`src/rtl/mreg.sv`:
```
// mreg: memory-access stage; registers execute results, runs the LW/SW data-memory handshake, stalls until it completes.
// Ports: clk, resetn (sync, active-low); e_* execute-stage results; M_bubble clears the stage register;
//        dresp_* memory response; dreq_* memory request; m_stall freezes upstream and this stage;
//        m_pc/m_icode/m_dst/m_val go to write-back.
module mreg (
    input  logic        clk,
    input  logic        resetn,
    input  logic [31:0] e_pc,
    input  logic [31:0] e_val3,
    input  logic [31:0] e_valt,
    input  logic [5:0]  e_icode,
    input  logic [5:0]  e_acode,
    input  logic [4:0]  e_dst,
    input  logic [3:0]  e_req,
    input  logic        e_vreq,
    input  logic        M_bubble,
    input  logic        dresp_addr_ok,
    input  logic        dresp_data_ok,
    input  logic [31:0] dresp_data,
    output logic        dreq_valid,
    output logic [31:0] dreq_addr,
    output logic [3:0]  dreq_strobe,
    output logic [31:0] dreq_data,
    output logic        m_stall,
    output logic [31:0] m_pc,
    output logic [5:0]  m_icode,
    output logic [4:0]  m_dst,
    output logic [31:0] m_val
);
    localparam logic [5:0] LW = 6'h23;
    typedef enum logic [1:0] {IDLE, ADDR, DATA} state_t;
    state_t state, state_n;
    logic [31:0] m_val3, m_valt;
    logic [5:0] m_acode;
    logic [3:0] m_req;
    logic m_vreq, done;
    // funct code travels with the instruction but no consumer in this stage reads it
    logic unused_acode;
    assign unused_acode = ^m_acode;
    always_ff @(posedge clk) begin
        if (!resetn)
            state <= IDLE;
        else
            state <= state_n;
    end
    always_ff @(posedge clk) begin
        if (!resetn)
            {m_pc, m_val3, m_valt, m_icode, m_acode, m_dst, m_req, m_vreq} <= '0;
        else if (!m_stall)
            {m_pc, m_val3, m_valt, m_icode, m_acode, m_dst, m_req, m_vreq} <= M_bubble ? '0 :
                {e_pc, e_val3, e_valt, e_icode, e_acode, e_dst, e_req, e_vreq};
    end
    // once the address is accepted (DATA) only data_ok matters; before that both must arrive together
    always_comb begin
        state_n = state;
        done = 1'b0;
        if (m_vreq) begin
            done = (state == DATA) ? dresp_data_ok : dresp_addr_ok & dresp_data_ok;
            state_n = done ? IDLE : (state == DATA || dresp_addr_ok) ? DATA : ADDR;
        end
    end
    assign dreq_valid  = m_vreq & (state != DATA);
    assign dreq_addr   = m_val3;
    assign dreq_strobe = m_req;
    assign dreq_data   = m_valt;
    assign m_stall     = m_vreq & ~done;
    assign m_val       = (m_icode == LW) ? dresp_data : m_val3;
endmodule

```
`config.mk`:
```
export PLATFORM = sky130hd
export DESIGN_NAME = mreg
export DESIGN_NICKNAME = d
export VERILOG_FILES = /design/src/rtl/mreg.sv
export SDC_FILE = /design/constraint.sdc
export NUM_CORES = 1
export LEC_CHECK = 0
export ABC_AREA = 1
export CORE_ASPECT_RATIO = 0.7
export CORE_MARGIN = 1
export CORE_UTILIZATION = 40
export DETAILED_ROUTE_END_ITERATION = 8
export GPL_ROUTABILITY_DRIVEN = 0
export PLACE_DENSITY = 0.82
export SYNTH_ARGS = -nofsm -noshare
export SYNTH_HDL_FRONTEND = slang
export SYNTH_SLANG_ARGS = --single-unit
```
`constraint.sdc`:
```
create_clock -name clk -period 1.77 [get_ports clk]
set_clock_uncertainty 0.2 [all_clocks]
set_input_delay 0.4425 -clock clk [delete_from_list [all_inputs] [get_ports clk]]
set_output_delay 0.4425 -clock clk [all_outputs]
set_load 0.01 [all_outputs]
```
==> results of run 1 <==
## power by group through the flow
stage	clock network, W	logic [W]	registers (W)
4_1_cts	0.00362	0.00178	0.00291
3_3_place_gp	0	0.00190	0.00295
3_5_place_dp	0	0.00192	0.00296
5_1_grt	0.00376	0.00205	0.00295
2_1_floorplan	0	0.000752	0.00305
6_report	0.00357	0.00189	0.00293
## path summary, 6_finish.rpt
path,start,end
worst max-delay path,m_icode[1],m_val[25]
worst max register to register,state[1],m_icode[2]
worst min register to register,m_pc[15],m_pc[15]
worst min-delay path,resetn,dreq_data[28]
## state kept, by name (all words and copies together), names as in the netlist
| name | count |
|---|---|
| m_vreq | 1 |
| m_icode | 6 |
| m_pc | 32 |
| dreq_strobe | 4 |
| state | 2 |
| dreq_data | 32 |
| m_dst | 5 |
| dreq_addr | 32 |
## metrics by stage
| step | total power, W | hold slack [ns] | utilization | TNS [ns] | worst slack (ns) |
|---|---|---|---|---|---|
| final | 0.008384 | 0.2662 | 0.7292 | -16.45 | -0.5365 |
| after global routing | 0.008757 | 0.2670 | 0.7292 | -18.38 | -0.5956 |
| after CTS | 0.008311 | 0.2516 | 0.7141 | -18.46 | -0.6249 |
| after detailed placement | 0.004881 | 0.2676 | 0.6549 | -58.20 | -0.5636 |
| after global placement | 0.004854 | 0.2543 | 0.6549 | -57.38 | -0.5650 |
| after floorplan | 0.003798 | 0.2438 | - | 0 | 0.009832 |
## synth_stat cells
cell	n
nand2_4	1
nand2_1	295
dfxtp_1	114
buf_2	44
buf_4	2
a21oi_1	113
nor3_4	1
clkbuf_1	24
nor2_4	1
a21boi_1	1
inv_1	6
nand3_1	144
buf_1	8
nand2_2	1
nor2_1	112
buf_6	4
## layer usage
metal | share of wire | up-vias | routed length, µm
li1 | - | 3372 | -
met1 | 0.40 | 3159 | 8713
met2 | 0.47 | 317 | 10270
met3 | 0.11 | 32 | 2462
met4 | 0.016 | 0 | 357
met5 | 0 | - | 0
## final cells by class
class / instances / area share
well taps: 185 / 0.02377
clock buffers: 18 / 0.04509
multi-input cells: 669 / 0.3217
inverters: 6 / 0.002698
repair buffers: 340 / 0.3521
flip-flops and latches: 114 / 0.2363
clock inverters: 14 / 0.01837
## what timing repair did
action                                 4_1_cts  5_1_grt
setup buffers                                8        1
pin swaps                                   27       16
setup endpoints to repair                  148       74
gates resized for setup                    330       72
hold buffers                                 0        0
endpoints found under the hold margin        0        0
gates cloned                                 7        4
## cell families after synthesis
kind of cell	after synthesis
buf+inv	88
flops	114
compound gates	114
simple gates	555
## tightest hold or removal path, cell delays in order
cell and delay (ns):
buf_4 0.24, nand2_1 0.11, nor2_1 0.03
==> results.cfg, run 1 <==
[detailed_routing]
viasPerCell = 5.111
vias = 6880
wl_um = 21810
drc = 0
drtIter0Drc = 353
wl_per_cell_um = 16.20
first_pass_iters = 5
ant_nets = 0

[power_and_ir_drop]
seqPwrFrac = 0.349
power_density_nw_per_um2 = 860.8
p_sw_frac = 0.2839
ir_worst_vdd_mv = 0.6730
p_sw_w = 0.002381
p_int_w = 0.006003
leakagePower_nw = 5.014
clkPwrFrac = 0.426
combPwrFrac = 0.225

[clock_network]
cts_root_buf = clkbuf_16
cts_buffer_depth = 2
cts_sinks = 114
cts_tree = done
clkLatencyLatePin_ns = 0.40
cts_buffers = 17
clkTransAtPathRegs_ns = 0.06
htree_num_levels = 4

[sta]
hold_viol_final = 0
fin_ws_ns = -0.5365
worst_slew_pin_slew_ns = 0.4071
max_freq_ghz = 0.4336
final_max_slew_viol_count = 0
slew_headroom = 0.7286
setup_viol = 33
finalCritPeriodShare = 1.303
period_minus_slack_ns = 2.307
rsz0062_at_grt = true

[cells_and_area]
multiInputGateArea_um2 = 3133
final_area_um2 = 9739
final_nets = 1303
final_common_cell = nand2_1
drive_gt1_frac = 0.1723
final_cells = 1346
layout_common_cells = 258 x nand2_1, 145 x clkdlybuf4s50_1, 129 x nand3_1, 113 x a21oi_1, 111 x nor2_1
register_area_um2 = 2301
diodes = 0
fill_cells = 1039
syn_to_final_growth_pct = 74.80

[placement]
dp.cells = 1300
portBuffers = 293
place_hpwl_um = 12970
placed_cell_area_um2 = 8747

[critical_path]
crit_path_top_delay_cell = dfxtp_2
end_kind = primary output
worstSetupPathType = reg -> out
cp_num_buf_inv = 4
path_delay_family = buffers and inverters
r2r_cells = 7
cp_num_cells = 8
rrSetupSlack_ns = 0.11
cp_common_cell = nand2_1
crit_arrival_ns = 1.66
cp_max_fo = 6
path_cells = inv_2, nor3_4, buf_12, nand2_8, buf_6, nand2_1, nand2_1, buf_2
max_stage_delay_ns = 0.33
required_ns = 1.13
start_kind = register

[global_route]
grt_pass1_wl_um = 31120
grt-ovfl-total = 0
grt.busiest_layer = met2
grt_use_total = 0.2747
first_global_vias = 6149
antenna_found_initial = 0
grt_max_degree = 120
met2_usage = 0.4507
use_met1 = 0.3219
gr-usage-met3 = 0.1150

[die]
die_x_um = 143.1
num_rows = 35
core_um2 = 13360
start_util = 0.4171
dieArea_um2 = 14410
io-pin-count = 300
die_y_um = 100.7

[yosys]
yosysWarnings = 0
synth-compound-area-share = 0.1029
synth_fa_ha_area_frac = 0
synth_seq_cells = 114
netlist_area_um2 = 5572
synth_xor_area_frac = 0
yosysTopAreaCellShare = 0.4096
synth_fp_nets = 1026
synthMuxAreaShare = 0
synth-simple-area-share = 0.4116
ys_seq_area_frac = 0.4096
synthCells = 871
synthDistinctLibCells = 16
synth_top_family_by_area = simple AND/OR/NAND/NOR gates
synth.top_cells.by_area = dfxtp_1 41%, nand2_1 20%, nand3_1 13%
yosys.area.top_type = dfxtp_1
post_synth.cell_area_avg_um2 = 6.397

[min_path]
hold_path_class = in -> reg
whs_path_depth = 3

[flow_run]
maxCapViolations = 0

[run_status]
failed_checks = negative setup slack
outcome = complete, but fails checks
(Power assumes the default switching activity.)
==> run 2, diff against run 1 <==
--- a/config.mk
+++ b/config.mk
@@ -9,6 +9,7 @@
 export CORE_ASPECT_RATIO = 0.7
 export CORE_MARGIN = 1
 export CORE_UTILIZATION = 40
+export CTS_BUF_LIST = sky130_fd_sc_hd__clkbuf_4 sky130_fd_sc_hd__clkbuf_8 sky130_fd_sc_hd__clkbuf_16
 export DETAILED_ROUTE_END_ITERATION = 8
 export GPL_ROUTABILITY_DRIVEN = 0
 export PLACE_DENSITY = 0.82
==> results of run 2 <==
Final layout, timing and power as in run 1 (identical DEF).
